==> src/rtl/mem_stim_gen.sv <==
// Write-stream stimulus engine: COUNT / BYTE_COUNT / RANDOM streams over a timed run window,
// plus per-channel saturating error-edge counters. Optional sync output: define MEM_STIM_SYNC_EN.
module mem_stim_gen #(
    parameter int          NUM_CH    = 2,
    parameter int          DATA_W    = 32,
    parameter int          CYC_W     = 16,
    parameter int          ERRC_W    = 8,
    parameter int          ACT_W     = 4,
    parameter logic [31:0] LFSR_SEED = 32'hACE1_2468
) (
    input  logic                       clk,
    input  logic                       rst_n,
    input  logic                       start,
    input  logic                       abort,
    input  logic [1:0]                 mode,
    input  logic [CYC_W-1:0]           run_cycles,
    input  logic [ACT_W-1:0]           activity,
    input  logic [NUM_CH-1:0]          err_detected,
    output logic [NUM_CH-1:0]          wr,
    output logic [NUM_CH*DATA_W-1:0]   data,
    output logic                       busy,
    output logic                       done,
    output logic [NUM_CH*ERRC_W-1:0]   err_cnt,
    output logic                       err_any
`ifdef MEM_STIM_SYNC_EN
    ,
    output logic                       sync
`endif
);

    typedef enum logic [1:0] {IDLE = 2'd0, RUN = 2'd1, DONE = 2'd2} state_t;

    localparam logic [1:0] MODE_COUNT  = 2'd0;
    localparam logic [1:0] MODE_BYTE   = 2'd1;
    localparam logic [1:0] MODE_RANDOM = 2'd2;

    state_t              state_r;
    logic [1:0]          mode_r;
    logic [CYC_W-1:0]    run_cycles_r;
    logic [CYC_W-1:0]    elapsed_r;
    logic [31:0]         lfsr_r     [NUM_CH];
    logic [31:0]         lfsr_nxt_s [NUM_CH];
    logic [NUM_CH-1:0]   err_dly_r;
    logic [NUM_CH-1:0]   err_edge_s;
    logic [ERRC_W-1:0]   cnt_nxt_s  [NUM_CH];
    logic                go_s;
    logic                finish_s;
    logic                first_s;
    logic                step_s;
    logic                any_nxt_s;
    logic [1:0]          step_mode_s;

    // Galois form of x^32+x^22+x^2+x+1
    function automatic logic [31:0] lfsr_step(input logic [31:0] v);
        lfsr_step = {1'b0, v[31:1]} ^ (v[0] ? 32'h8020_0003 : 32'h0000_0000);
    endfunction

    function automatic logic [DATA_W-1:0] lfsr_fill(input logic [31:0] v);
        logic [DATA_W-1:0] res;
        for (int b = 0; b < DATA_W; b++) begin
            res[b] = v[5'(b % 32)];
        end
        return res;
    endfunction

    function automatic logic [DATA_W-1:0] byte_fill(input logic [7:0] v);
        logic [DATA_W-1:0] res;
        for (int b = 0; b < DATA_W; b++) begin
            res[b] = v[3'(b % 8)];
        end
        return res;
    endfunction

    // Transition decode; abort overrides any start.
    always_comb begin
        go_s     = 1'b0;
        finish_s = 1'b0;
        if (abort) begin
            go_s = 1'b0;
        end else begin
            case (state_r)
                IDLE, DONE: go_s     = start;
                RUN:        finish_s = (elapsed_r == run_cycles_r - CYC_W'(1));
                default:    go_s     = 1'b0;
            endcase
        end
        first_s     = go_s && (run_cycles != {CYC_W{1'b0}});
        step_s      = first_s || ((state_r == RUN) && !abort && !finish_s);
        step_mode_s = go_s ? mode : mode_r;
        for (int i = 0; i < NUM_CH; i++) begin
            lfsr_nxt_s[i] = lfsr_step(lfsr_r[i]);
        end
    end

    // Run-window state machine with registered busy/done.
    always_ff @(posedge clk or negedge rst_n) begin
        if (!rst_n) begin
            state_r      <= IDLE;
            mode_r       <= 2'd0;
            run_cycles_r <= {CYC_W{1'b0}};
            elapsed_r    <= {CYC_W{1'b0}};
            busy         <= 1'b0;
            done         <= 1'b0;
        end else begin
            done <= 1'b0;
            if (abort) begin
                state_r <= IDLE;
                busy    <= 1'b0;
            end else if (go_s) begin
                mode_r       <= mode;
                run_cycles_r <= run_cycles;
                elapsed_r    <= {CYC_W{1'b0}};
                if (first_s) begin
                    state_r <= RUN;
                    busy    <= 1'b1;
                end else begin
                    state_r <= DONE;
                    busy    <= 1'b0;
                    done    <= 1'b1;
                end
            end else if (finish_s) begin
                state_r <= DONE;
                busy    <= 1'b0;
                done    <= 1'b1;
            end else if (state_r == RUN) begin
                elapsed_r <= elapsed_r + CYC_W'(1);
            end else begin
                state_r <= state_r;
            end
        end
    end

    // Write streams: wr is only driven high on edges that land in RUN; data holds otherwise.
    always_ff @(posedge clk or negedge rst_n) begin
        if (!rst_n) begin
            wr   <= {NUM_CH{1'b0}};
            data <= {(NUM_CH*DATA_W){1'b0}};
            for (int i = 0; i < NUM_CH; i++) begin
                lfsr_r[i] <= LFSR_SEED ^ 32'(i + 1);
            end
        end else if (step_s) begin
            for (int i = 0; i < NUM_CH; i++) begin
                case (step_mode_s)
                    MODE_COUNT: begin
                        wr[i] <= 1'b1;
                        data[i*DATA_W +: DATA_W] <= first_s ? DATA_W'(1)
                                                            : data[i*DATA_W +: DATA_W] + DATA_W'(1);
                    end
                    MODE_BYTE: begin
                        wr[i] <= 1'b1;
                        data[i*DATA_W +: DATA_W] <= byte_fill(first_s ? 8'h00
                                                                      : data[i*DATA_W +: 8] + 8'h01);
                    end
                    MODE_RANDOM: begin
                        lfsr_r[i] <= lfsr_nxt_s[i];
                        if (lfsr_nxt_s[i][ACT_W-1:0] <= activity) begin
                            wr[i]                    <= lfsr_nxt_s[i][31];
                            data[i*DATA_W +: DATA_W] <= lfsr_fill(lfsr_nxt_s[i]);
                        end else begin
                            wr[i] <= wr[i];
                        end
                    end
                    default: wr[i] <= 1'b0;
                endcase
            end
        end else begin
            wr <= {NUM_CH{1'b0}};
        end
    end

    // Next error counts: an edge coinciding with an accepted start counts as the first.
    always_comb begin
        err_edge_s = err_detected & ~err_dly_r;
        any_nxt_s  = 1'b0;
        for (int i = 0; i < NUM_CH; i++) begin
            if (go_s) begin
                cnt_nxt_s[i] = err_edge_s[i] ? ERRC_W'(1) : {ERRC_W{1'b0}};
            end else if (err_edge_s[i] && (err_cnt[i*ERRC_W +: ERRC_W] != {ERRC_W{1'b1}})) begin
                cnt_nxt_s[i] = err_cnt[i*ERRC_W +: ERRC_W] + ERRC_W'(1);
            end else begin
                cnt_nxt_s[i] = err_cnt[i*ERRC_W +: ERRC_W];
            end
            any_nxt_s = any_nxt_s | (cnt_nxt_s[i] != {ERRC_W{1'b0}});
        end
    end

    // Error-edge counter registers.
    always_ff @(posedge clk or negedge rst_n) begin
        if (!rst_n) begin
            err_dly_r <= {NUM_CH{1'b0}};
            err_cnt   <= {(NUM_CH*ERRC_W){1'b0}};
            err_any   <= 1'b0;
        end else begin
            err_dly_r <= err_detected;
            for (int i = 0; i < NUM_CH; i++) begin
                err_cnt[i*ERRC_W +: ERRC_W] <= cnt_nxt_s[i];
            end
            err_any <= any_nxt_s;
        end
    end

`ifdef MEM_STIM_SYNC_EN
    localparam int SW = CYC_W + 4;
    logic [SW-1:0] elapsed_scaled_s;
    logic [SW-1:0] window_scaled_s;

    // Compare against the elapsed value being loaded so sync rises with that count.
    always_comb begin
        elapsed_scaled_s = SW'(11) * (SW'(elapsed_r) + SW'(1));
        window_scaled_s  = SW'(10) * SW'(run_cycles_r);
    end

    // Sticky late-window flag, cleared by start or abort.
    always_ff @(posedge clk or negedge rst_n) begin
        if (!rst_n) begin
            sync <= 1'b0;
        end else if (abort || go_s) begin
            sync <= 1'b0;
        end else if (step_s && (elapsed_scaled_s > window_scaled_s)) begin
            sync <= 1'b1;
        end else begin
            sync <= sync;
        end
    end
`endif

endmodule

==> config.mk <==
export PLATFORM = sky130hd
export DESIGN_NAME = mem_stim_gen
export DESIGN_NICKNAME = d
export VERILOG_FILES = /design/src/rtl/mem_stim_gen.sv
export SDC_FILE = /design/constraint.sdc
export NUM_CORES = 1
export LEC_CHECK = 0
export BUFFER_PORTS_ARGS = -buffer_cell sky130_fd_sc_hd__buf_2
export CAP_MARGIN = 20
export CORE_MARGIN = 1
export CORE_UTILIZATION = 34
export CTS_BUF_LIST = sky130_fd_sc_hd__clkbuf_4 sky130_fd_sc_hd__clkbuf_8
export CTS_CLUSTER_DIAMETER = 200
export DETAILED_ROUTE_END_ITERATION = 10
export PLACE_DENSITY = 0.61
export SKIP_CTS_REPAIR_TIMING = 1
export SLEW_MARGIN = 30
export SYNTH_ARGS = -nofsm -noshare
export SYNTH_HDL_FRONTEND = slang
export SYNTH_SLANG_ARGS = --single-unit
==> constraint.sdc <==
create_clock -name clk -period 2.88 [get_ports clk]
set_input_delay 0.144 -clock clk [delete_from_list [all_inputs] [get_ports clk]]
set_output_delay 0.144 -clock clk [all_outputs]
set_load 0.03 [all_outputs]
==> results.json <==
{
  "viasPerCell": 5.34,
  "place.gp.congestion": 0.839,
  "r2r_setup_slack_ps": -30,
  "grt_start_max_net_pins": 75,
  "postRouteAntennaNets": 0,
  "clock-sinks": 186,
  "drc": 0,
  "layout-drive-gt1-share_pct": 26.4,
  "rows": 62,
  "cts.path.max_buffers": 2,
  "grt_pass1_vias": 8047,
  "p_leak_nw": 5.45,
  "r2r_end": "lfsr_r[60]",
  "cpPeakStageDelay_ps": 530,
  "p_total_w": 0.00751,
  "setup.worst_path.start_class": "flop",
  "insertion_delay_ps": 480,
  "pre_cts_ws_ps": -19.8,
  "ios": 113,
  "core_area_sq_mm": 0.0289,
  "htreeDepth": 4,
  "worst_hold_path_type": "input pin to flop",
  "syn_area_sq_mm": 0.0100,
  "rsz0062_at_grt": "yes",
  "setup_ws_ps": -28.1,
  "die-area_sq_mm": 0.0301,
  "maxCapViolations": 0,
  "period_share_pct": 101,
  "max_slew_margin_pct": 55.7,
  "worstPathMaxFanout": 17,
  "ys_ff_latch": 186,
  "cts_root_buf": "clkbuf_8",
  "n_antenna_cell": 0,
  "period_needed_ps": 2910,
  "nNetsFinal": 1262,
  "synth-edff-count": 0,
  "cts_tree": "done",
  "tightestPinTransition_ps": 665,
  "cp_num_buf_inv": 2,
  "cp.required_ps": 3230,
  "portBuffers": 112,
  "crit_type": "flop to flop",
  "grt_pass1_wl_um": 42100,
  "cp.arrival_ps": 3250,
  "cpMaxStageDelayCell": "or4b_4",
  "synth_flop_cell": "dfrtp_1",
  "synth_cells": 1049,
  "end_kind": "flop",
  "setup_tns_ps": -242,
  "fin_area_sq_mm": 0.0122,
  "path_clk_slew_ps": 110,
  "finalSetupViolCount": 19,
  "path_delay_family": "simple AND/OR/NAND/NOR gates",
  "final_common_cell": "dfrtp_1",
  "outcome": "finished with violations",
  "final_cell_mix": "dfrtp_1, nand2_1, buf_2, nor2_1, o21ai_0",
  "gr-total-overflow": 0,
  "dr_wl_met2_um": 12300,
  "synth_cell_types": 65,
  "final_hold_viol_count": 0,
  "cp_cell_sequence": "inv_1 -> ha_2 -> or4b_4 -> nor2_4 -> xnor2_2 -> o2111ai_2 -> or4_4 -> and3_4 -> buf_12 -> mux2_4",
  "highest_layer": "met4",
  "reg2regPathDepth": 10,
  "initial_core_util_pct": 34.7,
  "ys_warn_count": 0,
  "syn_to_final_growth_pct": 22.3,
  "max_freq_mhz": 344,
  "p_per_area_mw_per_mm2": 613,
  "track_usage_pct": 17.1,
  "m1WireLength_um": 12300,
  "grt_antenna_before_repair": 0,
  "startpoint": "run_cycles_r[0]",
  "crit_path_end": "lfsr_r[60]",
  "first_pass_iters": 4,
  "postPlaceCellArea_sq_mm": 0.0114,
  "layoutNonFillerInstCount": 1614,
  "drtIter0Drc": 745,
  "wl_um": 26400,
  "dp_cells": 1553,
  "wl_met3_um": 1300,
  "synth_area_per_cell_sq_um": 9.54,
  "numCtsBuffers": 17,
  "dp_hpwl_um": 18100,
  "crit_cells": 10,
  "die_w_um": 174,
  "async_reset_ff_share_pct": 100,
  "finClkSkew_ps": 28.8,
  "r2r-start": "run_cycles_r[0]",
  "drv_slew": 0,
  "vias": 8613,
  "vdd_ir_drop_max_mv": 0.389,
  "synth_nets": 1094,
  "violations": "setup timing",
  "ys_seq_area_share_pct": 46.8,
  "die_y_um": 174,
  "routedWlPerCell_um": 16.3
}
## where the power goes
| part | internal, W | switching [W] |
|---|---|---|
| sequential | 0.00295 | 0.000407 |
| combinational | 0.000918 | 0.00141 |
| clock | 0.000735 | 0.00109 |
## cells in the mapped netlist (13+ instances only)
master    count  area, sq um
inv_1        34          128
mux2_4       34          510
xnor2_1      32          280
dfstp_2      28          736
o21ai_0     102          510
o31ai_1      17          128
nor4_1       14         87.6
nor2_1      100          375
a21oi_1      46          230
ha_1         17          213
clkbuf_1     32          120
nor3_1       30          150
nand2_1     121          454
dfrtp_1     158         3950
mux2_2       26          293
nand4_1      30          188
and3_1       22          138
and2_1       13         81.3
xor2_1       16          140
nand3_1      28          140
a31oi_1      15         93.8
## per-stage QoR
stage | hold slack (ps) | util, %
after floorplan | -152 | -
after global placement | 223 | 39.5
after detailed placement | 230 | 39.5
after CTS | -307 | 41.0
after global routing | 49.7 | 42.4
final | 65.5 | 42.4
## how the worst min path moves through the flow
| stage | from | to | cells past startpoint | slack [ps] |
|---|---|---|---|---|
| floorplan | rst_n | busy | 0 | -150 |
| global placement | rst_n | data[29] | 1 | 220 |
| detailed placement | rst_n | done | 1 | 230 |
| CTS | rst_n | run_cycles_r[8] | 1 | -310 |
| global route | start | state_r[1] | 3 | 50 |
| finish | start | state_r[1] | 3 | 70 |
## state kept, by name, summed over array words and instances, names as in the netlist
signal	flops
data	64
done	1
lfsr_r	64
elapsed_r	16
mode_r	2
busy	1
err_dly_r	2
wr	2
run_cycles_r	16
state_r	1
err_cnt	16
err_any	1
## layout make-up
cell class / instances / area, sq um
clock buffer: 17 / 234
clock inverter: 15 / 181
fill: 2831 / 16600
inverter: 34 / 128
multi-input combinational: 779 / 5070
sequential: 186 / 4690
tap: 384 / 480
timing repair buffer: 199 / 1470
## layer usage
| layer | vias to the layer above | GRT usage, % |
|---|---|---|
| met2 | 263 | 26.9 |
| met5 | - | 0 |
| met3 | 38 | 3.44 |
| li1 | 4113 | - |
| met4 | 0 | 4.17 |
| met1 | 4199 | 24.1 |
## kinds of logic after synthesis
kind of cell / synth area share, %
multiplexers: 8.42
adder cells (fa/ha/maj): 2.12
flip-flops: 46.8
AO/OA/AOI/OAI: 14.8
AND/OR/NAND/NOR: 19.9
buffers and inverters: 3.70
XOR/XNOR: 4.20
## worst reg2reg max path: stages (launching register included)
cell       delay [ps]
dfrtp_1           410
inv_1              80
ha_2              180
or4b_4            530
nor2_4            130
xnor2_2           130
o2111ai_2         140
or4_4             490
and3_4            230
buf_12            170
mux2_4            300
Power figures use the tool's default switching activity.
